`src/rtl/ripple_count_sampler.sv`:
```
// Samples the raw outputs of an asynchronous ripple down counter, filters ripple transients,
// tracks the settled count and flags any settled transition that is not a decrement-by-one.
module ripple_count_sampler #(
    parameter int unsigned WIDTH         = 4,
    parameter int unsigned SYNC_STAGES   = 2,
    parameter int unsigned STABLE_CYCLES = 3,
    parameter int unsigned WRAP_CNT_W    = 8
) (
    input  logic                  clk,
    input  logic                  rst_n,
    input  logic [WIDTH-1:0]      q_in,
    input  logic                  clr_err,
    output logic [WIDTH-1:0]      count,
    output logic                  count_valid,
    output logic                  step_pulse,
    output logic                  wrap_pulse,
    output logic [WRAP_CNT_W-1:0] wrap_count,
    output logic                  seq_err
);

    localparam int unsigned RunW = $clog2(STABLE_CYCLES + 1);
    localparam logic [RunW-1:0] RunMax = RunW'(STABLE_CYCLES);

    typedef enum logic [1:0] {StAcquire, StTrack, StError} state_e;

    logic [WIDTH-1:0]      sync_q [SYNC_STAGES];
    logic [WIDTH-1:0]      sync_d [SYNC_STAGES];
    logic [WIDTH-1:0]      cand_q, cand_d;
    logic [RunW-1:0]       run_q, run_d;
    state_e                state_q, state_d;
    logic [WIDTH-1:0]      count_q, count_d;
    logic                  valid_q, valid_d;
    logic                  step_q, step_d;
    logic                  wrap_q, wrap_d;
    logic [WRAP_CNT_W-1:0] wcnt_q, wcnt_d;
    logic                  err_q, err_d;

    logic [WIDTH-1:0]      s;
    logic                  stable;
    logic [WIDTH-1:0]      count_dec;

    assign s         = sync_q[SYNC_STAGES-1];
    assign stable    = (run_q == RunMax);
    assign count_dec = count_q - {{(WIDTH-1){1'b0}}, 1'b1};

    always_comb begin
        sync_d[0] = q_in;
        for (int i = 1; i < SYNC_STAGES; i++) begin
            sync_d[i] = sync_q[i-1];
        end
    end

    // Run length of identical synchronised samples, saturating once settled.
    always_comb begin
        cand_d = cand_q;
        run_d  = run_q;
        if (s == cand_q) begin
            if (run_q != RunMax) begin
                run_d = run_q + RunW'(1);
            end
        end else begin
            cand_d = s;
            run_d  = RunW'(1);
        end
    end

    always_comb begin
        state_d = state_q;
        count_d = count_q;
        valid_d = valid_q;
        step_d  = 1'b0;
        wrap_d  = 1'b0;
        wcnt_d  = wcnt_q;
        err_d   = err_q;
        unique case (state_q)
            StAcquire: begin
                if (stable) begin
                    count_d = cand_q;
                    valid_d = 1'b1;
                    state_d = StTrack;
                end
            end
            StTrack: begin
                if (stable && (cand_q != count_q)) begin
                    count_d = cand_q;
                    if (cand_q == count_dec) begin
                        step_d = 1'b1;
                        if (count_q == '0) begin
                            wrap_d = 1'b1;
                            wcnt_d = wcnt_q + {{(WRAP_CNT_W-1){1'b0}}, 1'b1};
                        end
                    end else begin
                        err_d   = 1'b1;
                        valid_d = 1'b0;
                        state_d = StError;
                    end
                end
            end
            StError: begin
                valid_d = 1'b0;
                // Clearing wins over a same-cycle settled update; re-acquire relocks next edge.
                if (clr_err) begin
                    err_d   = 1'b0;
                    state_d = StAcquire;
                end else if (stable) begin
                    count_d = cand_q;
                end
            end
            default: state_d = StAcquire;
        endcase
    end

    always_ff @(posedge clk or negedge rst_n) begin
        if (!rst_n) begin
            for (int i = 0; i < SYNC_STAGES; i++) begin
                sync_q[i] <= '0;
            end
            cand_q  <= '0;
            run_q   <= '0;
            state_q <= StAcquire;
            count_q <= '0;
            valid_q <= 1'b0;
            step_q  <= 1'b0;
            wrap_q  <= 1'b0;
            wcnt_q  <= '0;
            err_q   <= 1'b0;
        end else begin
            for (int i = 0; i < SYNC_STAGES; i++) begin
                sync_q[i] <= sync_d[i];
            end
            cand_q  <= cand_d;
            run_q   <= run_d;
            state_q <= state_d;
            count_q <= count_d;
            valid_q <= valid_d;
            step_q  <= step_d;
            wrap_q  <= wrap_d;
            wcnt_q  <= wcnt_d;
            err_q   <= err_d;
        end
    end

    assign count       = count_q;
    assign count_valid = valid_q;
    assign step_pulse  = step_q;
    assign wrap_pulse  = wrap_q;
    assign wrap_count  = wcnt_q;
    assign seq_err     = err_q;

endmodule

```
`config.mk`:
```
export PLATFORM = sky130hd
export DESIGN_NAME = ripple_count_sampler
export DESIGN_NICKNAME = d
export VERILOG_FILES = /design/src/rtl/ripple_count_sampler.sv
export SDC_FILE = /design/constraint.sdc
export NUM_CORES = 1
export LEC_CHECK = 0
export BUFFER_PORTS_ARGS = -buffer_cell sky130_fd_sc_hd__clkbuf_2
export CORE_MARGIN = 1
export CORE_UTILIZATION = 40
export CTS_BUF_LIST = sky130_fd_sc_hd__clkbuf_4 sky130_fd_sc_hd__clkbuf_8
export CTS_CLUSTER_DIAMETER = 40
export DETAILED_ROUTE_END_ITERATION = 7
export MAX_ROUTING_LAYER = met4
export PLACE_DENSITY_LB_ADDON = 0.25
export SYNTH_ARGS = -nofsm -noshare
export SYNTH_HDL_FRONTEND = slang
export SYNTH_SLANG_ARGS = --single-unit
```
`constraint.sdc`:
```
create_clock -name clk -period 2.8 [get_ports clk]
set_clock_uncertainty 0.05 [all_clocks]
set_input_delay 0.56 -clock clk [delete_from_list [all_inputs] [get_ports clk]]
set_output_delay 0.56 -clock clk [all_outputs]
set_load 0.1 [all_outputs]
```
==> Word level (Yosys, flattened, before mapping) <==
Cells that the tools add are included.
{ "word_totals": {"ff_bits": 32, "in_bits": 7, "out_inout_bits": 16, "word_cells": 63} }
{ "classes": {"addsub": 3, "eq_ne": 13, "mux": 26, "reduce_logical": 10} }
{ "op_table": {"columns": ["operator", "count"], "rows": [
  ["4-bit AND reduction", 4],
  ["1-bit 2-to-1 mux", 13],
  ["2-bit 2-to-1 mux", 6],
  ["4-bit 2-to-1 mux", 3],
  ["2-bit != test, second input constant", 6],
  ["4-bit case mux with 3 select lines", 1],
  ["8-bit by 1-bit adder with 8-bit output, second input constant", 1],
  ["4-bit == test", 2],
  ["2-bit case mux with 3 select lines", 1],
  ["2-bit == test, second input constant", 2],
  ["4-bit zero test", 1],
  ["4-bit != test", 1],
  ["4-bit by 1-bit subtractor with 4-bit output, second input constant", 1],
  ["1-bit case mux with 3 select lines", 1],
  ["3-bit AND reduction", 1],
  ["3-bit nonzero test", 1],
  ["2-bit by 1-bit adder with 2-bit output, second input constant", 1],
  ["2-bit by 1-bit == test with 1-bit output, second input constant", 1],
  ["2-bit zero test", 1],
  ["2-bit by 1-bit != test with 1-bit output, second input constant", 1],
  ["1-bit case mux with 2 select lines", 1],
  ["2-bit nonzero test", 1],
  ["1-bit logical AND", 1]
]} }

==> Logic depth before layout (Yosys ltp) <==
Gate-level depths: netlist (run 1).
{ "depth": {"depth_word": 5, "depth_mapped": 7, "mapped_depth_nobuf": 7} }

==> Worst setup path after synthesis (run 1) <==
Ideal clock, no wire load.
{ "synth_timing": {"kind": "reg-to-reg", "start": "reg count_q[0], in the netlist count[0]", "end": "reg state_q[1]", "setup_ns": 0.125, "arrival_time_ns": 2.553, "required_ns": 2.625, "path_slack_ns": 0.072, "stages_incl_launch_ff": 8, "path_buffers": 0, "synth_period_minus_slack_ns": 2.728, "path_cell_list": "dfrtp_1 -> inv_1 -> ha_1 -> xnor3_1 -> and4_4 -> a22oi_4 -> nand3_2 -> mux2_4"} }
{ "synth_between": {"elab_chain_cells": 4, "word_cells_on_any_way": 7, "cone_classes": "add/sub: 1; eq/ne: 4; reduce/logical: 2"} }
{ "synth_lines": {"columns": ["element", "line", "source"], "rows": [
  ["from (decl)", "31", "logic [WIDTH-1:0] count_q, count_d;"],
  ["from (signal assigned)", "134", "count_q <= count_d;"],
  ["4-bit by 1-bit subtractor with 4-bit output / 4-bit != test (equally long branches)", "44, 84", null],
  ["4-bit == test / 1-bit logical AND (equally long branches)", "86, 84", null],
  ["2-bit != test (no source line)", null, null],
  ["4-bit AND reduction (no source line) *", null, null],
  ["to (signal assigned)", "120", "state_q <= StAcquire;"],
  ["to (signal assigned)", "133", "state_q <= state_d;"],
  ["to (decl)", "30", "state_e state_q, state_d;"]
]} }
Mark *: on every way between the ends. The rest lies on a longest branch, timed or not.
A chain may end at the register's enable or synchronous reset.

==> Worst setup path in the final report (run 1) <==
Same ends and word-level chain as after synthesis.

==> results.json, run 1 <==
{
  "status": "completed",
  "drtPass1Iterations": 4,
  "grt-ovfl-total": 0,
  "synth_seq_area_share_pct": 53.60,
  "numPortBuffers": 22,
  "p_leak_nw": 0.8989,
  "wl_mm": 2.345,
  "crit_required_ns": 2.91,
  "floorplan.die_area_sq_um": 3984,
  "slowest_delay_ns": 0.43,
  "worst_pin_slew_ns": 0.7864,
  "peakVddDrop_uv": 462.9,
  "power_density_nw_per_um2": 1011,
  "cts_sinks": 32,
  "synthSimpleGateAreaFrac_pct": 11.73,
  "cp_slowest_cell": "dfrtp_1",
  "syn2layout_area_growth_pct": 16.42,
  "clk_pin_slew_ns": 0.06,
  "place_hpwl_mm": 1.761,
  "slew_violations": 0,
  "cp.arrival_ns": 2.22,
  "via_count": 872,
  "critical_path_class": "reg -> reg",
  "die_w_microns": 63.12,
  "cts_tree": "built",
  "r2r-start": "count[0]$_DFFE_PN0P_",
  "drtIter0Drc": 21,
  "routedWlPerCell_microns": 12.61,
  "yosysTopAreaCellShare_pct": 53.60,
  "yosys.area_share.xor_xnor_pct": 13.57,
  "end_kind": "flop",
  "synth_top_family_by_area": "XOR/XNOR gates",
  "syn_avg_cell_area_sq_um": 13.10,
  "ys_types": 34,
  "syn_nets": 128,
  "cts-htree-levels": 2,
  "gp_congestion": 0.8349,
  "core_sq_um": 3468,
  "ys_top_cells_by_count": "dfrtp_1 (32), xor2_1 (14), inv_1 (9), ha_1 (7), nand2_1 (7)",
  "worstSkewPairLatency_ns": 0.28,
  "ys_async_sr_fraction_pct": 100.0,
  "antenna_found_initial": 0,
  "max_freq_mhz": 473.9,
  "hold_buffers": 0,
  "final_cell_count_no_fill": 186,
  "cts_root_buf": "clkbuf_8",
  "clockBufferDepth": 2,
  "crit_chain": "inv_1 > ha_1 > xnor3_1 > and4_4 > a22oi_4 > nand3_2 > mux2_4",
  "grt_pass1_vias": 856,
  "cp-start-kind": "flop",
  "muxShareOfSynthArea_pct": 4.606,
  "startpoint": "count[0]$_DFFE_PN0P_",
  "synthAdderAreaFrac_pct": 5.863,
  "ys.flop_type": "dfrtp_1",
  "drive_above_1_share_pct": 31.43,
  "synth_edf_count": 0,
  "nets": 153,
  "synth_compound_gate_area_share_pct": 7.370,
  "synthCells": 114,
  "crit_path_max_fanout": 6,
  "ys_ff_latch": 32,
  "synth_top_cell_by_area": "dfrtp_1",
  "pin_count": 23,
  "yosys_warnings": 0,
  "postCtsResizedCells": 0,
  "cts_buffers": 5,
  "vias_per_cell": 4.688,
  "synth_area_leaders": "dfrtp_1 (54%), xor2_1 (8.2%), ha_1 (5.9%)",
  "grt_use_total_pct": 14.70,
  "setup_tns_ns": 0,
  "ant_nets": 0,
  "rows": 21,
  "setup_viol": 0,
  "diodes": 0,
  "cap_violations": 0,
  "grt_pass1_wl_mm": 4.181,
  "grt_max_degree": 33,
  "die-height_microns": 63.12,
  "hold_path_class": "in -> async",
  "slew_headroom_pct": 47.57,
  "fin_crit_ns": 2.110,
  "yosysMostFrequentCell": "dfrtp_1",
  "start_util_pct": 43.07,
  "drc": 0,
  "fin_crit_sh_pct": 75.36,
  "cts_setup_buffers": 0,
  "synth_area_sq_um": 1494,
  "rsz0062_at_grt": "no",
  "dp_cells": 178,
  "hold_viol_final": 0
}
worst max-delay path: cells and delay by family (launching register included):
family          cells  cell delay [ns]
compound gates      1             0.25
simple gates        2             0.33
mux                 1             0.30
flops               1             0.43
buf+inv             1             0.10
fa+ha+maj           1             0.22
xor+xnor            1             0.33
state kept, by name, indices dropped and copies added (netlist names):
register	count
step_pulse	1
cand_q	4
count_valid	1
count	4
state_q	2
wrap_count	8
run_q	2
sync_d	4
s	4
wrap_pulse	1
seq_err	1
area by class of cell:
class,instances,area [sq um]
Fill cell,324,1729
Sequential cell,32,800.8
Multi-Input combinational cell,69,644.4
Timing Repair Buffer,22,110.1
Clock buffer,6,82.58
Tap cell,46,57.56
Inverter,9,33.78
Clock inverter,2,10.01
per-stage QoR:
stage | setup WS [ns] | power [mW] | hold WS, ns | area [sq um] | utilization [%]
finish | 0.6898 | 1.759 | 0.2977 | 1739 | 50.14
CTS | 0.6922 | 1.779 | 0.2991 | 1739 | 50.14
detailed placement | 0.7098 | 1.420 | 0.2847 | 1647 | 47.47
global route | 0.5437 | 1.866 | 0.2945 | 1739 | 50.14
floorplan | 0.07201 | 1.280 | 0.2144 | 1494 | -
global placement | 0.7364 | 1.400 | 0.2835 | 1647 | 47.47
power breakdown:
| part | total (mW) | switching, mW | internal (mW) |
|---|---|---|---|
| registers | 0.604 | 0.0762 | 0.528 |
| logic | 0.801 | 0.568 | 0.233 |
| clock network | 0.354 | 0.158 | 0.196 |
| total | 1.76 | 0.802 | 0.957 |
layer usage:
metal | wire [microns] | GRT usage [%] | up-vias
met5 | 0 | - | -
met1 | 1079 | 17.52 | 417
met3 | 108 | 5.435 | 6
met4 | 51 | 7.849 | 0
met2 | 1105 | 21.51 | 22
li1 | - | - | 427
logic make-up after synthesis:
family | after synthesis
DFF | 32
xor gates and xnor gates | 19
AOI/OAI and AO/OA | 11
buffers and inverters | 13
muxes | 6
adders and majority gates | 7
and+or+nand+nor | 26
final timing paths:
path | to | slack, ns | cells after the start
worst max-delay path | state_q[1]$_DFFE_PN0P_ | 0.69 | 7
worst min-delay path | wrap_count[6]$_DFFE_PN0P_ | 0.30 | 1
worst max register to register | state_q[1]$_DFFE_PN0P_ | 0.69 | 7
worst min register to register | s[2]$_DFF_PN0_ | 0.30 | 0
max in group asynchronous | s[0]$_DFF_PN0_ | 1.90 | 1
min in group clk | s[2]$_DFF_PN0_ | 0.30 | 0
layout by cell type (no fill, tap or decap), drive strengths merged:
cell and n:
a21oi 1, a22oi 2, a31oi 2, and4 1, clkbuf 28, clkinv 2, dfrtp 32, ha 7
inv 9, mux2 4, mux2i 2, nand2 7, nand2b 2, nand3 3, nand3b 1, nand4 1
nand4b 1, nor2 3, nor2b 1, nor3 3, nor3b 1, nor4 2, o21ai 3, o2bb2ai 1
o311ai 1, o41ai 1, xnor2 2, xnor3 1, xor2 16
Power figures use the tool's default switching activity.
==> inputs of run 2 (changes only) <==
Clock period 2.8 ns to 2 ns, I/O delays scaled along.
==> results.json, run 2 (same netlist as run 1, synthesis figures left out) <==
{
  "cts_sinks": 32,
  "cp.arrival_ns": 2.07,
  "slowest_delay_ns": 0.52,
  "via_count": 925,
  "p_leak_nw": 0.9359,
  "routedWlPerCell_microns": 12.61,
  "gp_congestion": 0.7622,
  "fin_crit_sh_pct": 96.89,
  "status": "finished, violations left",
  "largest_reg_flops": 8,
  "setup_viol": 0,
  "grt_pass1_wl_mm": 4.029,
  "clk_pin_slew_ns": 0.07,
  "critical_path_class": "reg -> reg",
  "vias_per_cell": 4.818,
  "syn2layout_area_growth_pct": 24.46,
  "die-height_microns": 63.12,
  "die_w_microns": 63.12,
  "cts_tree": "built",
  "violations": "negative hold slack",
  "cts-htree-levels": 2,
  "rsz0062_at_grt": "yes",
  "slew_headroom_pct": 63.24,
  "place_hpwl_mm": 1.847,
  "antenna_found_initial": 0,
  "worstSkewPairLatency_ns": 0.29,
  "dpl_cell_area_sq_um": 1750,
  "crit_path_max_fanout": 7,
  "grt_use_total_pct": 14.20,
  "cp-start-kind": "flop",
  "pin_count": 23,
  "cts_buffers": 5,
  "final_common_cell": "dfrtp_1",
  "hold_viol_final": 15,
  "setup_tns_ns": 0,
  "diodes": 0,
  "numPortBuffers": 22,
  "clockBufferDepth": 2,
  "final_cell_area_sq_um": 1859,
  "rows": 21,
  "cp_slowest_cell": "dfrtp_4",
  "p_total_mw": 2.594,
  "worst_pin_slew_ns": 0.5537,
  "ant_nets": 0,
  "start_util_pct": 43.07,
  "cap_violations": 0,
  "fill_cells": 319,
  "nets": 159,
  "drc": 0,
  "drtPass1Iterations": 3,
  "wl_mm": 2.422,
  "crit_chain": "inv_6 > ha_4 > xor2_1 > and4_4 > nand4b_4 > mux2_4",
  "end_kind": "flop",
  "grt-ovfl-total": 0,
  "crit_required_ns": 2.13,
  "power_density_nw_per_um2": 1395,
  "cts_root_buf": "clkbuf_8",
  "hold_path_class": "in -> async",
  "slew_violations": 0,
  "floorplan.die_area_sq_um": 3984,
  "final_cell_mix": "dfrtp_1 (28), clkbuf_2 (22), xor2_1 (13)",
  "fin_crit_ns": 1.938,
  "core_sq_um": 3468,
  "final_core_util_pct": 53.61,
  "peakVddDrop_uv": 729.7,
  "drtIter0Drc": 45,
  "grt_max_degree": 20,
  "max_freq_mhz": 516.0,
  "whs_ns": -0.01147,
  "drive_above_1_share_pct": 41.78,
  "hold_buffers": 0,
  "critPathBufInv": 1,
  "grt_pass1_vias": 906,
  "cp_top_family": "flip-flops"
}
run 2: final cells by class:
class                   instances  area [sq um]  area share, %
flip-flops and latches         32         815.8          43.88
multi-input cells              69         696.9          37.48
repair buffers                 28         155.1          8.345
clock buffers                   5         68.82          3.701
well taps                      46         57.56          3.096
inverters                       9         41.29          2.221
clock inverters                 3         23.77          1.279
run 2: per-layer routing:
layer | global-route usage (%) | vias up | routed length, microns
met5 | - | - | 0
met4 | 6.977 | 0 | 54
met3 | 5.616 | 5 | 120
met2 | 23.66 | 21 | 1270
met1 | 14.42 | 456 | 977
li1 | - | 443 | -
run 2: path summary, 6_finish.rpt:
| check | slack, ns | end | startpoint | depth (start not counted) |
|---|---|---|---|---|
| min in group clk | 0.16 | sync_d[2]$_DFF_PN0_ | q_in[2] | 1 |
| setup / recovery | 0.06 | wrap_count[1]$_DFFE_PN0P_ | count[1]$_DFFE_PN0P_ | 6 |
| max in group asynchronous | 1.36 | state_q[0]$_DFFE_PN0P_ | rst_n | 2 |
| setup reg to reg | 0.06 | wrap_count[1]$_DFFE_PN0P_ | count[1]$_DFFE_PN0P_ | 6 |
| hold / removal | -0.01 | count[2]$_DFFE_PN0P_ | rst_n | 1 |
| hold reg to reg | 0.30 | s[3]$_DFF_PN0_ | sync_d[3]$_DFF_PN0_ | 0 |
run 2: stage by stage:
stage          hold WS, ns  cells  worst slack (ns)
2_1_floorplan      0.05441    114          -0.08086
3_3_place_gp        0.2857    183           0.06447
3_5_place_dp        0.2895    183           0.01822
4_1_cts           0.006900    191           0.01078
5_1_grt            0.02233    192          -0.03829
6_report          -0.01147    192           0.06212
run 2: timing repair:
action	CTS	global route
resized for setup	0	2
setup buffers	0	1
setup endpoints to repair	0	4
run 2: where the power goes:
part           switching, mW  internal [mW]  leakage (nW)  total [mW]
clock                  0.251          0.246        0.0404       0.497
sequential             0.122          0.766         0.394       0.887
combinational          0.830          0.380         0.502        1.21
total                   1.20           1.39         0.936        2.59
==> inputs of run 3 (changes only) <==
Clock period 2 ns to 1.9 ns, I/O delays scaled along.
==> results.json, run 3 (same netlist as run 1, synthesis figures left out) <==
{
  "status": "finished, violations left",
  "violations": "negative setup slack",
  "hold_viol_final": 0,
  "drive_above_1_share_pct": 48.05,
  "gp_congestion": 0.8418,
  "cts_root_buf": "clkbuf_8",
  "diodes": 0,
  "r2r_cells": 7,
  "routedWlPerCell_microns": 12.48,
  "slew_headroom_pct": 63.41,
  "drtIter0Drc": 33,
  "final_cell_mix": "dfrtp_1 (27), clkbuf_2 (22), xor2_1 (13)",
  "grt_use_total_pct": 15.04,
  "worst_pin_slew_ns": 0.5511,
  "fin_ws_ns": -0.03797,
  "cts_tree": "built",
  "peakVddDrop_uv": 589.4,
  "numPortBuffers": 22,
  "drc": 0,
  "pin_count": 23,
  "slew_violations": 0,
  "largest_reg_flops": 8,
  "end_kind": "flop",
  "final_cell_area_sq_um": 1962,
  "dr_wl_met2_mm": 1.239,
  "via_count": 945,
  "core_sq_um": 3468,
  "rows": 21,
  "cts_sinks": 32,
  "fin_crit_ns": 1.938,
  "wl_met3_microns": 88,
  "crit_required_ns": 2.02,
  "antenna_found_initial": 0,
  "cts-htree-levels": 2,
  "die-height_microns": 63.12,
  "r2r-end": "state_q[1]$_DFFE_PN0P_",
  "p_leak_nw": 0.9743,
  "cts_buffers": 5,
  "setup_viol": 1,
  "worstSkewPairLatency_ns": 0.29,
  "wl_met1_mm": 1.112,
  "hold_path_class": "in -> reg",
  "grt_max_degree": 20,
  "min_from": "q_in[1]",
  "holdPathEnd": "sync_d[1]$_DFF_PN0_",
  "grt_pass1_vias": 973,
  "power_density_nw_per_um2": 1506,
  "cap_violations": 0,
  "place_hpwl_mm": 1.889,
  "max_freq_mhz": 516.0,
  "fin_crit_sh_pct": 102.0,
  "floorplan.die_area_sq_um": 3984,
  "wl_mm": 2.495,
  "crit_path_max_fanout": 4,
  "syn2layout_area_growth_pct": 31.32,
  "r2r-start": "count[1]$_DFFE_PN0P_",
  "clk_pin_slew_ns": 0.07,
  "ant_nets": 0,
  "fill_cells": 305,
  "cp-start-kind": "flop",
  "holdPathStages": 1,
  "reg2reg_slack_ns": -0.04,
  "critical_path_class": "reg -> reg",
  "clockBufferDepth": 2,
  "start_util_pct": 43.07,
  "grt_pass1_wl_mm": 4.312,
  "nets": 167,
  "grt-ovfl-total": 0,
  "highest_layer": "met4",
  "whs_ns": 0.1479,
  "rsz0062_at_grt": "yes",
  "final_common_cell": "dfrtp_1",
  "die_w_microns": 63.12,
  "dpl_cell_area_sq_um": 1785,
  "drtPass1Iterations": 3,
  "cp.arrival_ns": 2.06,
  "vias_per_cell": 4.725
}
run 3: worst max path at each step:
stage                              start                         to  cells past startpoint  slack [ns]
floorplan           count[1]$_DFFE_PN0P_     state_q[1]$_DFFE_PN0P_                      7       -0.18
global placement    count[1]$_DFFE_PN0P_  wrap_count[5]$_DFFE_PN0P_                      7        0.02
detailed placement  count[1]$_DFFE_PN0P_  wrap_count[5]$_DFFE_PN0P_                      7       -0.01
CTS                 count[1]$_DFFE_PN0P_     state_q[1]$_DFFE_PN0P_                      7       -0.03
global route        count[1]$_DFFE_PN0P_     state_q[1]$_DFFE_PN0P_                      7        -0.1
finish              count[1]$_DFFE_PN0P_     state_q[1]$_DFFE_PN0P_                      7       -0.04
run 3: routing by layer:
layer	track usage, %	vias to the layer above
met1	17.23	464
met4	9.884	0
met2	23.66	21
met3	3.261	6
met5	-	-
li1	-	454
run 3: metrics by stage:
stage	total power [mW]	setup TNS [ns]	instances	utilization (%)	worst slack (ns)
after CTS	2.890	-0.03467	196	54.98	-0.02877
final	2.955	-0.03797	200	56.57	-0.03797
after global routing	3.123	-0.4649	200	56.57	-0.09511
after global placement	2.213	0	187	51.48	0.01556
after floorplan	1.974	-1.087	114	-	-0.1771
after detailed placement	2.237	-0.02047	187	51.48	-0.01120
run 3: timing repair:
| item | 4_1_cts | 5_1_grt |
|---|---|---|
| resized for setup | 0 | 6 |
| cloned | 0 | 0 |
| pin swaps | 1 | 3 |
| hold buffers | 1 | 0 |
| endpoints found under the setup margin | 3 | 14 |
| hold endpoints to repair | 18 | 0 |
| buffers inserted | 0 | 4 |
run 3: final cells by class:
cell class	instances	area, sq um	share of cell area, %
multi-input combinational	69	715.7	36.48
inverter	9	38.79	1.977
clock buffer	5	68.82	3.508
tap	46	57.56	2.934
clock inverter	3	42.54	2.168
sequential	32	817.0	41.65
timing repair buffer	36	221.5	11.29
run 3: critical path, cell delays in order, from the launching register on:
cell and delay (ns):
dfrtp_4 0.50, inv_4 0.09, ha_4 0.20, xor2_1 0.13, and4_4 0.21, a22oi_4 0.23, nand3_2 0.10, mux2_4 0.30
run 3: power by group:
group / internal [mW] / total (mW) / switching, mW
clock: 0.388 / 0.643 / 0.256
combinational: 0.483 / 1.39 / 0.904
sequential: 0.807 / 0.924 / 0.117
